$ cat config.mk
export PLATFORM = sky130hd
export DESIGN_NAME = posit_to_fp32_pipe
export DESIGN_NICKNAME = d
export VERILOG_FILES = /design/src/rtl/posit_fp_pkg.sv /design/src/rtl/posit_rne_round.sv /design/src/rtl/posit_to_fp32_pipe.sv
export SDC_FILE = /design/constraint.sdc
export NUM_CORES = 1
export LEC_CHECK = 0
export CORE_ASPECT_RATIO = 1.4
export CORE_UTILIZATION = 50
export DETAILED_ROUTE_END_ITERATION = 8
export DONT_BUFFER_PORTS = 1
export HOLD_SLACK_MARGIN = 0.12
export PLACE_DENSITY = 0.68
export SKIP_LAST_GASP = 1
export SLEW_MARGIN = 20
export SYNTH_ARGS = -nofsm -noshare
export SYNTH_HDL_FRONTEND = slang
export SYNTH_SLANG_ARGS = --single-unit
export TNS_END_PERCENT = 30
$ cat constraint.sdc
create_clock -name clk -period 2.6 [get_ports clk]
set_input_delay 0.52 -clock clk [delete_from_list [all_inputs] [get_ports clk]]
set_output_delay 0.52 -clock clk [all_outputs]
set_load 0.02 [all_outputs]
$ cat src/rtl/posit_fp_pkg.sv
// Shared constants, the S1 register bundle and the biased-exponent helper for the
// posit<32,3> to binary32 converter.
package posit_fp_pkg;

    localparam int P_N  = 32;
    localparam int P_ES = 3;
    localparam int P_RS = 6;
    localparam int P_FS = P_N - 3 - P_ES;
    localparam int P_MW = P_FS + 1;
    localparam int P_EW = 10;

    localparam int          FP_BIAS = 127;
    localparam logic [31:0] FP_QNAN = 32'h7FC00000;
    localparam logic [30:0] FP_MAXF = 31'h7F7FFFFF;

    typedef logic signed [P_EW-1:0] fp_exp_t;

    typedef struct packed {
        logic            sign;
        logic            zero;
        logic            nar;
        fp_exp_t         expo;
        logic [P_MW-1:0] mant;
    } s1_bundle_t;

    // 8*k + e + 127; ten signed bits cover every k/e pair the decoder can emit.
    function automatic fp_exp_t biased_exp(input logic [P_RS-1:0] k, input logic [P_ES-1:0] e);
        fp_exp_t w_k;
        w_k = {{(P_EW-P_RS){k[P_RS-1]}}, k};
        return (w_k <<< P_ES) + fp_exp_t'({{(P_EW-P_ES){1'b0}}, e}) + fp_exp_t'(FP_BIAS);
    endfunction

endpackage

$ cat src/rtl/posit_rne_round.sv
// Round-to-nearest-even of a 27-bit mantissa (lead bit, 23 kept bits, guard, two sticky)
// to a 23-bit binary32 fraction field.
module posit_rne_round
    import posit_fp_pkg::*;
(
    input  logic [P_MW-1:0] i_mant,
    input  logic            i_sticky,
    output logic [22:0]     o_frac,
    output logic            o_carry,
    output logic            o_inex
);

    logic        w_guard;
    logic        w_sticky;
    logic        w_rup;
    logic [24:0] w_sum;

    assign w_guard  = i_mant[2];
    assign w_sticky = (|i_mant[1:0]) | i_sticky;
    assign w_rup    = w_guard & (w_sticky | i_mant[3]);
    assign w_sum    = {1'b0, i_mant[P_MW-1:3]} + {24'd0, w_rup};

    // Exponent field steps up when a normal mantissa overflows, or when a
    // subnormal one rounds up into the hidden-bit position.
    assign o_carry  = w_sum[24] | (w_sum[23] & ~i_mant[P_MW-1]);
    assign o_frac   = w_sum[22:0];
    assign o_inex   = w_guard | w_sticky;

endmodule

$ cat src/rtl/posit_to_fp32_pipe.sv
// Two-stage valid/ready converter from decoded posit<32,3> fields to IEEE-754 binary32.
// Define SUBNORMAL_EN to produce gradual underflow; otherwise tiny results flush to signed zero.
module posit_to_fp32_pipe
    import posit_fp_pkg::*;
(
    input  logic            clk,
    input  logic            rst,
    input  logic            in_valid,
    output logic            in_ready,
    input  logic            in_sign,
    input  logic [P_RS-1:0] in_regi,
    input  logic [P_ES-1:0] in_expo,
    input  logic [P_FS-1:0] in_frac,
    input  logic            in_zero,
    input  logic            in_nar,
    output logic            out_valid,
    input  logic            out_ready,
    output logic [31:0]     out_float,
    output logic            out_ovf,
    output logic            out_unf,
    output logic            out_inex
);

    s1_bundle_t      r_s1;
    logic            r_s1_valid;
    logic            r_out_valid;
    logic [31:0]     r_out_float;
    logic            r_out_ovf;
    logic            r_out_unf;
    logic            r_out_inex;

    s1_bundle_t      w_s1_next;
    logic            w_adv;
    logic            w_in_ready;
    logic            w_tiny;
    logic [P_MW-1:0] w_rnd_mant;
    logic            w_rnd_sticky;
    logic [22:0]     w_frac;
    logic            w_carry;
    logic            w_inex;
    fp_exp_t         w_exp_base;
    fp_exp_t         w_exp_r;
    logic [31:0]     w_float;
    logic            w_ovf;
    logic            w_unf;
    logic            w_inex_flag;

    assign w_adv      = !r_out_valid || out_ready;
    assign w_in_ready = w_adv || !r_s1_valid;

    always_comb begin
        w_s1_next      = '0;
        w_s1_next.sign = in_sign;
        w_s1_next.zero = in_zero;
        w_s1_next.nar  = in_nar;
        w_s1_next.expo = biased_exp(in_regi, in_expo);
        w_s1_next.mant = {1'b1, in_frac};
    end

    assign w_tiny = (r_s1.expo <= fp_exp_t'(0));

`ifdef SUBNORMAL_EN
    fp_exp_t           w_shamt;
    logic [4:0]        w_sh;
    logic [2*P_MW-1:0] w_wide;

    // Shifts of 27 or more leave nothing above the guard bit, so 31 is a safe clamp.
    assign w_shamt      = fp_exp_t'(1) - r_s1.expo;
    assign w_sh         = (w_shamt > fp_exp_t'(31)) ? 5'd31 : w_shamt[4:0];
    assign w_wide       = {r_s1.mant, {P_MW{1'b0}}} >> w_sh;
    assign w_rnd_mant   = w_tiny ? w_wide[2*P_MW-1:P_MW] : r_s1.mant;
    assign w_rnd_sticky = w_tiny & (|w_wide[P_MW-1:0]);
    assign w_exp_base   = w_tiny ? fp_exp_t'(0) : r_s1.expo;
`else
    assign w_rnd_mant   = r_s1.mant;
    assign w_rnd_sticky = 1'b0;
    assign w_exp_base   = r_s1.expo;
`endif

    posit_rne_round u_round (
        .i_mant   (w_rnd_mant),
        .i_sticky (w_rnd_sticky),
        .o_frac   (w_frac),
        .o_carry  (w_carry),
        .o_inex   (w_inex)
    );

    assign w_exp_r = w_exp_base + fp_exp_t'({{(P_EW-1){1'b0}}, w_carry});

    always_comb begin
        w_float     = '0;
        w_ovf       = 1'b0;
        w_unf       = 1'b0;
        w_inex_flag = 1'b0;
        if (r_s1.nar) begin
            w_float = FP_QNAN;
        end else if (r_s1.zero) begin
            w_float = '0;
        end else if (w_tiny) begin
`ifdef SUBNORMAL_EN
            w_float     = {r_s1.sign, w_exp_r[7:0], w_frac};
            w_unf       = (w_exp_r == fp_exp_t'(0));
            w_inex_flag = w_inex;
`else
            w_float     = {r_s1.sign, 31'd0};
            w_unf       = 1'b1;
            w_inex_flag = 1'b1;
`endif
        end else if (w_exp_r >= fp_exp_t'(255)) begin
            w_float     = {r_s1.sign, FP_MAXF};
            w_ovf       = 1'b1;
            w_inex_flag = w_inex;
        end else begin
            w_float     = {r_s1.sign, w_exp_r[7:0], w_frac};
            w_inex_flag = w_inex;
        end
    end

    always_ff @(posedge clk or posedge rst) begin
        if (rst) begin
            r_s1_valid  <= 1'b0;
            r_s1        <= '0;
            r_out_valid <= 1'b0;
            r_out_float <= '0;
            r_out_ovf   <= 1'b0;
            r_out_unf   <= 1'b0;
            r_out_inex  <= 1'b0;
        end else begin
            if (w_in_ready) begin
                r_s1_valid <= in_valid;
                if (in_valid) begin
                    r_s1 <= w_s1_next;
                end
            end
            // Output word and its flags only move when the consumer frees the slot.
            if (w_adv) begin
                r_out_valid <= r_s1_valid;
                if (r_s1_valid) begin
                    r_out_float <= w_float;
                    r_out_ovf   <= w_ovf;
                    r_out_unf   <= w_unf;
                    r_out_inex  <= w_inex_flag;
                end
            end
        end
    end

    assign in_ready  = w_in_ready;
    assign out_valid = r_out_valid;
    assign out_float = r_out_float;
    assign out_ovf   = r_out_ovf;
    assign out_unf   = r_out_unf;
    assign out_inex  = r_out_inex;

endmodule

==> results of run 1 <==
[worst register-to-register path, stage by stage, from the launching register on]
cell,delay [ns]
sky130_fd_sc_hd__dfrtp_1,0.34
sky130_fd_sc_hd__and4_1,0.23
sky130_fd_sc_hd__nand4_1,0.19
sky130_fd_sc_hd__nor4_4,0.32
sky130_fd_sc_hd__ha_2,0.27
sky130_fd_sc_hd__ha_4,0.22
sky130_fd_sc_hd__xnor2_2,0.15
sky130_fd_sc_hd__nor2_1,0.08
sky130_fd_sc_hd__o211a_1,0.17
sky130_fd_sc_hd__o211ai_4,0.20
sky130_fd_sc_hd__buf_12,0.15
sky130_fd_sc_hd__buf_6,0.14
sky130_fd_sc_hd__o211ai_1,0.10
[flip-flops by register name (all words and copies together), names as in the netlist]
| register | cells |
|---|---|
| out_float | 32 |
| w_rnd_mant | 27 |
| w_exp_base | 10 |
| r_s1 | 3 |
| out_inex | 1 |
| out_ovf | 1 |
| out_unf | 1 |
| out_valid | 1 |
| r_s1_valid | 1 |
[where the power goes]
| group | internal (uW) | switching (uW) |
|---|---|---|
| Combinational | 349 | 349 |
| Sequential | 1400 | 334 |
| Clock | 653 | 426 |
| Total | 2410 | 1110 |
[through the flow]
step	TNS [ns]	worst slack, ns	power, uW	cell area (um2)
after global routing	-4.71	-0.182	3680	4700
after detailed placement	-3.94	-0.202	2410	4240
after floorplan	0	0.0250	2160	3900
after global placement	-1.32	-0.101	2390	4240
final	-1.40	-0.0841	3520	4700
after CTS	0	0.00689	3490	4500
[layer usage]
metal,routed length (um),track usage [%]
met1,3680,25.9
met2,5200,40.3
met3,365,4.81
met4,306,12.1
met5,0,0
[layout make-up]
class,instances,area (um2)
Timing Repair Buffer,46,440
Tap cell,97,121
Clock inverter,4,97.6
Clock buffer,10,138
Fill cell,606,2750
Multi-Input combinational cell,269,1940
Sequential cell,77,1930
Inverter,9,36.3
[repair_timing]
item	CTS	global route
hold endpoints to repair	22	0
gates cloned	0	3
pin swaps	2	12
gates resized for setup	5	22
buffers inserted	0	4
hold buffers	1	0
endpoints found under the setup margin	31	31
[cells in the final DEF, fill, tap and decap left out, drive strengths merged, types with 5 or more instances in the layout]
cell and count:
a21oi 5, nand2b 5, nor3 9, and4 5
clkbuf 12, o21ai 19, nand3 14, nand2 54
mux2 29, buf 43, inv 9, o211ai 23
nor2 21, nand4 12, nor4 5, dfrtp 77
xor2 12, xnor2 20
[how the worst min path moves through the flow]
stage | cells after the start | slack [ns] | startpoint | endpoint
floorplan | 1 | 0.46 | w_rnd_mant[26] | w_rnd_mant[26]
global placement | 1 | 0.46 | rst | out_inex
detailed placement | 1 | 0.46 | rst | out_inex
CTS | 1 | 0.27 | in_valid | r_s1_valid
global route | 1 | 0.28 | in_valid | r_s1_valid
finish | 1 | 0.27 | in_valid | r_s1_valid
[cells by family (layout without fill, tap and decap cells)]
kind of cell,Yosys count,in the layout,synth area share (%)
AO/OA/AOI/OAI,68,68,12.9
XOR/XNOR,32,32,7.19
adder cells (fa/ha/maj),4,4,1.28
buffers and inverters,28,69,3.72
flip-flops,77,77,49.4
multiplexers,30,30,8.63
AND/OR/NAND/NOR,135,135,16.9
==> metrics.yaml, run 1 <==
critical_path:
  cpMaxStageDelayCell: "sky130_fd_sc_hd__dfrtp_1"
  r2r_cells: 12
  critical_path.reg2reg.endpoint: "out_float[21]"
  worst_path_dominant_cell_family: "simple AND/OR/NAND/NOR gates"
  cp_num_cells: 12
  critPathKind: "reg2reg"
  cp_data_arrival_time_ns: 2.90
  crit_chain: "and4_1 -> nand4_1 -> nor4_4 -> ha_2 -> ha_4 -> xnor2_2 -> nor2_1 -> o211a_1 -> o211ai_4 -> buf_12 -> buf_6 -> o211ai_1"
  crit_path_start: "w_rnd_mant[12]"
  required_time_of_the_worst_setup_path_ns: 2.82
  critical_path.n_buffers_inverters: 2
  cp-end-kind: "flop"
  critPathLaunchType: "flop"
  regToRegSetupSlack_ns: -0.08
  timing.critical_path.to: "out_float[21]"
  r2r_start: "w_rnd_mant[12]"
  crit_path_max_fanout: 7
  critical_path.max_stage_delay_ns: 0.34
cts:
  clock_latency_ns: 0.35
  cts.clk_slew.worst_paths_ns: 0.08
  cts_root_buffer: "sky130_fd_sc_hd__clkbuf_8"
  tritoncts: "done"
  number_of_clock_buffers_inserted_by_tritoncts: 9
  clkSinkCount: 77
  clock_tree.htree_level_count: 3
  max-clock-path-buffers: 2
synthesis:
  yosysSeqAreaShare_pct: 49.4
  synth-seq-cells: 77
  synth.distinct_cells: 49
  yosys-top-cells-area: "sky130_fd_sc_hd__dfrtp_1 49%, sky130_fd_sc_hd__mux2_2 8.4%, sky130_fd_sc_hd__nand2_1 5.2%"
  synthDominantAreaCellType: "sky130_fd_sc_hd__dfrtp_1"
  postSynthNetCount: 420
  synth-main-ff-cell: "sky130_fd_sc_hd__dfrtp_1"
  synth.avg_cell_area_um2: 10.4
  async_reset_ff_share_pct: 100
  synth-edff-count: 0
  synth.most_common_cell: "sky130_fd_sc_hd__dfrtp_1"
  post_synth_inst_count: 374
  synth_common_cells: "77 x sky130_fd_sc_hd__dfrtp_1, 54 x sky130_fd_sc_hd__nand2_1, 29 x sky130_fd_sc_hd__mux2_2"
  syn-cell-area_um2: 3900
  synthesis.yosys.warnings: 0
  synth_top_cell_area_share_pct: 49.4
global_route:
  grt_antenna_before_repair: 0
  maximum_number_of_pins_on_one_net_before_global_route_repair: 56
  globalRouteOverflowTotal: 0
  global_route_wire_length_before_repair_mm: 14.3
  grt_pass1_vias: 2986
  groute.usage.overall_pct: 22.9
timing:
  rsz0062_at_grt: "yes"
  postLayoutSetupSlackWorst_ns: -0.0841
  fin_crit_share_pct: 103
  final_number_of_max_transition_violations: 0
  setup_violations_final: 25
  fin_worst_skew_ns: 0.00889
  timing.final.hold_violations: 0
  fin_crit_ns: 2.68
  achievable-frequency_ghz: 0.373
  tightestPinTransition_ns: 0.673
  slew_headroom_pct: 55.0
  hold_slack_ns: 0.273
power_and_ir_drop:
  ir_drop_mv: 0.415
  pwr_density_cell_nw_per_um2: 748
  power.static_leakage_uw: 0.00200
status:
  run_status: "finished with violations"
  violations: "setup timing"
place:
  gpl.final_weighted_congestion: 0.929
  dp.final_hpwl_mm: 6.66
  portBuffers: 0
  post-place-cells: 490
floorplanning:
  top_level_port_count: 79
  fp.dieArea_um2: 8160
  fp.coreArea_um2: 7450
  dieWidth_um: 76.6
  initial_core_util_pct: 52.3
  die_h_um: 106
  rows: 37
hold_path:
  hold_path.class: "in2reg"
final_layout:
  antenna-diode-count: 0
  finish.cell_count_without_fillers: 512
  finish.utilization_pct: 63.1
  num-nets-final: 458
  post_route_cells_drive_above_1_share_pct: 28.0
  areaGrowthSynthToFinish_pct: 20.6
route:
  vias: 3000
  drc_errors: 0
  first_pass_iters: 4
  final_routed_wire_length_divided_by_cell_count_um: 18.7
  detail-route-antenna-nets: 0
  vias_per_cell: 5.86
  drt-total-wl_mm: 9.55
  first_iter_violations: 134
flow_run:
  max_cap_viol_count: 0
No activity file was read; power rests on OpenSTA's default activity.
==> run 2: changes to the inputs <==
--- a/config.mk
+++ b/config.mk
@@ -11,6 +11,7 @@
 export DONT_BUFFER_PORTS = 1
 export HOLD_SLACK_MARGIN = 0.12
 export PLACE_DENSITY = 0.68
+export SETUP_SLACK_MARGIN = 0.1
 export SKIP_LAST_GASP = 1
 export SLEW_MARGIN = 20
 export SYNTH_ARGS = -nofsm -noshare
==> run 2 against run 1 <==
  * The run now ends clean
  * Register-to-register slack better by 0.09 ns
  * Fmax is 3.3% higher
  * Utilization is 1.5 points lower
  * Setup slack better by 0.087 ns
  * Sequential cell count stayed put
  * Largest cell class unchanged
==> metrics.yaml, run 2 (synthesis results as in run 1) <==
timing:
  fin_crit_ns: 2.60
  achievable-frequency_ghz: 0.385
  slew_headroom_pct: 58.2
  fin_crit_share_pct: 99.9
  final_number_of_max_transition_violations: 0
  timing.final.hold_violations: 0
  setup_violations_final: 0
  tightestPinTransition_ns: 0.627
  hold_slack_ns: 0.121
  rsz0062_at_grt: "yes"
  fin_worst_skew_ns: 0.0118
  postLayoutSetupSlackWorst_ns: 0.00247
power_and_ir_drop:
  ir_drop_mv: 0.342
  power.static_leakage_uw: 0.00193
  pwr_density_cell_nw_per_um2: 722
  power_uw: 3320
critical_path:
  r2r_cells: 13
  r2r_start: "w_rnd_mant[3]"
  cp-end-kind: "flop"
  regToRegSetupSlack_ns: 0.002
  critical_path.reg2reg.endpoint: "out_float[5]"
  cp_data_arrival_time_ns: 2.81
  required_time_of_the_worst_setup_path_ns: 2.82
  critPathKind: "reg2reg"
  crit_path_max_fanout: 7
  critPathLaunchType: "flop"
cts:
  cts-hold-fix-buffers: 0
  clkSinkCount: 77
  max-clock-path-buffers: 2
  number_of_clock_buffers_inserted_by_tritoncts: 9
  cts_root_buffer: "sky130_fd_sc_hd__clkbuf_8"
  clock_latency_ns: 0.36
  clock_tree.htree_level_count: 3
  tritoncts: "done"
  cts.clk_slew.worst_paths_ns: 0.08
global_route:
  grt_pass1_vias: 3001
  maximum_number_of_pins_on_one_net_before_global_route_repair: 51
  grt_antenna_before_repair: 0
  global_route_wire_length_before_repair_mm: 14.8
  groute.usage.overall_pct: 23.5
  globalRouteOverflowTotal: 0
route:
  vias_per_cell: 5.78
  route.top_layer_used: "met4"
  detail-route-antenna-nets: 0
  routed-wl-met2_mm: 5.00
  drt-total-wl_mm: 9.30
  met3RoutedLength_um: 448
  first_pass_iters: 4
  first_iter_violations: 153
  drc_errors: 0
  vias: 2928
  final_routed_wire_length_divided_by_cell_count_um: 18.3
  met1_length_mm: 3.57
floorplanning:
  die_h_um: 106
  rows: 37
  top_level_port_count: 79
  dieWidth_um: 76.6
  fp.coreArea_um2: 7450
  initial_core_util_pct: 52.3
  fp.dieArea_um2: 8160
place:
  preCtsSetupSlack_ns: -0.0562
  portBuffers: 0
  gpl.final_weighted_congestion: 0.965
  dpl-instance-area_um2: 4200
  dp.final_hpwl_mm: 6.54
final_layout:
  filler_cell_count: 592
  largest_register_ffs: 32
  num-nets-final: 451
  layout_commonest_cell: "sky130_fd_sc_hd__dfrtp_1"
  final_design_area_no_fill_um2: 4590
  areaGrowthSynthToFinish_pct: 17.8
  antenna-diode-count: 0
  most-common-layout-cells: "77 x sky130_fd_sc_hd__dfrtp_1, 53 x sky130_fd_sc_hd__nand2_1, 31 x sky130_fd_sc_hd__buf_4, 29 x sky130_fd_sc_hd__mux2_2, 21 x sky130_fd_sc_hd__o211ai_1"
  post_route_cells_drive_above_1_share_pct: 27.3
hold_path:
  hold_path.class: "in2async"
flow_run:
  max_cap_viol_count: 0
status:
  run_status: "finished, final reports clean"
==> run 2: power by group <==
| part | switching, uW | internal [uW] | leakage (uW) | total (uW) |
|---|---|---|---|---|
| clock network | 432 | 467 | 0.0000964 | 900 |
| registers | 346 | 1400 | 0.000940 | 1750 |
| logic | 329 | 338 | 0.000897 | 667 |
| total | 1110 | 2210 | 0.00193 | 3320 |
==> run 2: metal layers <==
| layer | up-vias | track usage [%] |
|---|---|---|
| li1 | 1400 | - |
| met1 | 1425 | 25.8 |
| met2 | 82 | 42.2 |
| met3 | 21 | 4.81 |
| met4 | 0 | 12.9 |
| met5 | - | 0 |
==> run 2: worst max path at each step <==
stage,endpoint,slack [ns],cells after the start,from
2_1_floorplan,out_float[0],0.11,1,rst
6_report,out_float[5],0.002,13,w_rnd_mant[3]
3_5_place_dp,out_float[22],-0.06,10,w_rnd_mant[3]
3_3_place_gp,out_float[25],0.05,10,w_rnd_mant[3]
5_1_grt,out_float[21],-0.13,13,w_rnd_mant[3]
4_1_cts,out_float[5],0.06,12,w_rnd_mant[3]
==> run 2: critical path, stage by stage (launching register included) <==
cell and delay (ns):
sky130_fd_sc_hd__dfrtp_1 0.38, sky130_fd_sc_hd__and2_4 0.16, sky130_fd_sc_hd__ha_4 0.12, sky130_fd_sc_hd__mux2i_1 0.07, sky130_fd_sc_hd__nor4_2 0.30, sky130_fd_sc_hd__ha_2 0.27, sky130_fd_sc_hd__ha_4 0.22, sky130_fd_sc_hd__xnor2_2 0.14
sky130_fd_sc_hd__nor2_1 0.07, sky130_fd_sc_hd__o211a_1 0.13, sky130_fd_sc_hd__o211ai_2 0.18, sky130_fd_sc_hd__buf_6 0.17, sky130_fd_sc_hd__clkbuf_16 0.15, sky130_fd_sc_hd__o211ai_1 0.09
==> run 2: timing repair <==
action / CTS / global route
resized for setup: 4 / 19
setup endpoints to repair: 31 / 31
cloned: 0 / 3
pin swaps: 0 / 9
buffers inserted: 2 / 4
==> run 2: stage by stage <==
| step | cells | TNS, ns | util, % |
|---|---|---|---|
| floorplan | 374 | 0 | - |
| global placement | 482 | 0 | 56.4 |
| detailed placement | 482 | -0.139 | 56.4 |
| CTS | 500 | 0 | 59.3 |
| global route | 507 | -2.58 | 61.6 |
| finish | 507 | 0 | 61.6 |
==> run 2: layout make-up <==
class	instances	area, um2	share of cell area, %
Timing Repair Buffer	39	377	8.20
Clock inverter	4	47.5	1.03
Sequential cell	77	1930	41.9
Clock buffer	12	145	3.16
Inverter	9	36.3	0.790
Multi-Input combinational cell	269	1940	42.2
Tap cell	97	121	2.64
==> run 3: changes to the inputs <==
--- a/config.mk
+++ b/config.mk
@@ -5,12 +5,15 @@
 export SDC_FILE = /design/constraint.sdc
 export NUM_CORES = 1
 export LEC_CHECK = 0
+export CELL_PAD_IN_SITES_DETAIL_PLACEMENT = 1
+export CELL_PAD_IN_SITES_GLOBAL_PLACEMENT = 2
 export CORE_ASPECT_RATIO = 1.4
-export CORE_UTILIZATION = 50
+export CORE_UTILIZATION = 36
 export DETAILED_ROUTE_END_ITERATION = 8
 export DONT_BUFFER_PORTS = 1
 export HOLD_SLACK_MARGIN = 0.12
-export PLACE_DENSITY = 0.68
+export MAX_ROUTING_LAYER = met4
+export PLACE_DENSITY_LB_ADDON = 0.1
 export SETUP_SLACK_MARGIN = 0.1
 export SKIP_LAST_GASP = 1
 export SLEW_MARGIN = 20
==> run 3 against run 2 <==
  * The flow now finishes with violations (setup timing)
  * Sequential power hardly changed
  * Register-to-register slack about the same
  * Sequential share of layout area fell by 1.9 points
  * Cell count is 9.5% higher
  * Sequential cell count is the same
  * Design area is 4.8% higher
  * Clock skew shrank 0.0033 ns
  * Clock-buffer cell count stayed put
  * Power increased by 16%
  * Critical path depth fell by 1
  * Non-clock buffer count rose by 7
  * Routed wire length is 17% higher
  * Critical path type unchanged
==> metrics.yaml, run 3 (synthesis results as in run 1) <==
status:
  run_status: "finished with violations"
  violations: "setup timing"
critical_path:
  crit_path_max_fanout: 11
  r2r_cells: 12
  critical_path.max_stage_delay_ns: 0.35
  cpMaxStageDelayCell: "sky130_fd_sc_hd__dfrtp_1"
  critical_path.n_buffers_inverters: 3
  crit_chain: "and3_4 -> nand4_1 -> nor4_2 -> ha_2 -> ha_4 -> inv_4 -> nor3_2 -> o211a_1 -> o211ai_2 -> buf_6 -> clkbuf_16 -> o211ai_1"
  cp_num_cells: 12
  worst_path_dominant_cell_family: "simple AND/OR/NAND/NOR gates"
  critPathKind: "reg2reg"
  required_time_of_the_worst_setup_path_ns: 2.84
  critPathLaunchType: "flop"
  cp-end-kind: "flop"
  cp_data_arrival_time_ns: 2.85
place:
  dp.final_hpwl_mm: 7.84
  portBuffers: 0
  preCtsSetupSlack_ns: -0.0456
  gpl.final_weighted_congestion: 0.833
power_and_ir_drop:
  swShare_pct: 30.7
  intPower_uw: 2660
  clock_group_share_of_total_power_pct: 35.8
  comb_power_share_pct: 18.8
  power.static_leakage_uw: 0.00202
  ir_drop_mv: 0.266
  pwr_density_cell_nw_per_um2: 796
  power_frac_seq_pct: 45.4
  p_switching_uw: 1180
timing:
  achievable-frequency_ghz: 0.383
  final_number_of_max_transition_violations: 0
  fin_crit_share_pct: 100
  fin_worst_skew_ns: 0.00849
  postLayoutSetupSlackWorst_ns: -0.0110
  slew_headroom_pct: 49.0
  fin_tns_setup_ns: -0.0158
  rsz0062_at_grt: "yes"
  tightestPinTransition_ns: 0.763
  fin_crit_ns: 2.61
  hold_slack_ns: 0.122
  setup_violations_final: 3
  timing.final.hold_violations: 0
route:
  first_pass_iters: 4
  first_iter_violations: 99
  drc_errors: 0
  drt-total-wl_mm: 10.9
  detail-route-antenna-nets: 0
  vias_per_cell: 5.35
  vias: 2971
  final_routed_wire_length_divided_by_cell_count_um: 19.6
cts:
  clock_tree.htree_level_count: 3
  number_of_clock_buffers_inserted_by_tritoncts: 9
  cts-hold-fix-buffers: 0
  clkSinkCount: 77
  cts.clk_slew.worst_paths_ns: 0.06
  cts_root_buffer: "sky130_fd_sc_hd__clkbuf_16"
  tritoncts: "done"
  max-clock-path-buffers: 2
  clock_latency_ns: 0.33
global_route:
  grt_pass1_vias: 3153
  maximum_number_of_pins_on_one_net_before_global_route_repair: 51
  grt_antenna_before_repair: 0
  globalRouteOverflowTotal: 0
  global_route_wire_length_before_repair_mm: 17.1
  groute.usage.overall_pct: 20.3
final_layout:
  register_area_um2: 1930
  areaGrowthSynthToFinish_pct: 23.5
  num-nets-final: 458
  antenna-diode-count: 0
  most-common-layout-cells: "77 x sky130_fd_sc_hd__dfrtp_1, 53 x sky130_fd_sc_hd__nand2_1, 39 x sky130_fd_sc_hd__buf_4, 29 x sky130_fd_sc_hd__mux2_2"
  multi_input_area_um2: 1920
  filler_cell_count: 1177
  post_route_cells_drive_above_1_share_pct: 28.5
  largest_register_ffs: 32
  layout_commonest_cell: "sky130_fd_sc_hd__dfrtp_1"
floorplanning:
  dieWidth_um: 90.0
  top_level_port_count: 79
  fp.dieArea_um2: 11300
  initial_core_util_pct: 37.3
  rows: 44
  die_h_um: 125
  fp.coreArea_um2: 10500
flow_run:
  max_cap_viol_count: 0
hold_path:
  hold_path.class: "in2async"
## run 3: changes by cell type in the layout (fill, tap and decap cells not counted), sizes merged
cell,before,now
clkinv,2,3
bufinv,1,2
clkinvlp,1,0
buf,37,44
inv,9,8
## run 3: through the flow
| step | power (uW) | instances | cell area (um2) | utilization [%] |
|---|---|---|---|---|
| finish | 3830 | 555 | 4810 | 46.0 |
| global route | 4020 | 555 | 4810 | 46.0 |
| CTS | 3840 | 546 | 4630 | 44.3 |
| detailed placement | 2450 | 530 | 4310 | 41.2 |
| global placement | 2420 | 530 | 4310 | 41.2 |
| floorplan | 2170 | 374 | 3930 | - |
## run 3: final timing paths
path / startpoint / endpoint / slack [ns]
max: w_rnd_mant[21] / out_float[20] / -0.01
min: rst / w_exp_base[0] / 0.12
max reg2reg: w_rnd_mant[21] / out_float[20] / -0.01
min reg2reg: r_s1[39] / out_float[31] / 0.51
max in group asynchronous: rst / w_rnd_mant[23] / 1.84
min in group clk: in_valid / r_s1_valid / 0.29
## run 3: cell type report
class	instances	share of cell area, %
sequential	77	40.0
multi-input combinational	269	40.0
timing repair buffer	46	8.84
clock buffer	12	5.33
tap	138	3.59
clock inverter	4	1.46
inverter	9	0.780
## run 3: layer usage
| layer | vias to the layer above | wire length (um) | track usage [%] |
|---|---|---|---|
| met5 | - | 0 | - |
| met4 | 0 | 179 | 8.82 |
| met3 | 13 | 288 | 2.98 |
| met2 | 47 | 6300 | 37.3 |
| met1 | 1493 | 4100 | 21.4 |
| li1 | 1418 | - | - |
## run 3: what timing repair did
action | CTS | global route
buffers inserted | 0 | 7
resized for setup | 2 | 19
endpoints found under the setup margin | 28 | 31
pin swaps | 0 | 5
gates cloned | 0 | 2
## run 3: power groups by stage
stage	clock, uW	sequential, uW	combinational, uW
after floorplan	0	1720	447
after global placement	0	1760	668
after detailed placement	0	1760	683
after CTS	1410	1740	687
after global routing	1450	1770	801
final	1370	1740	719
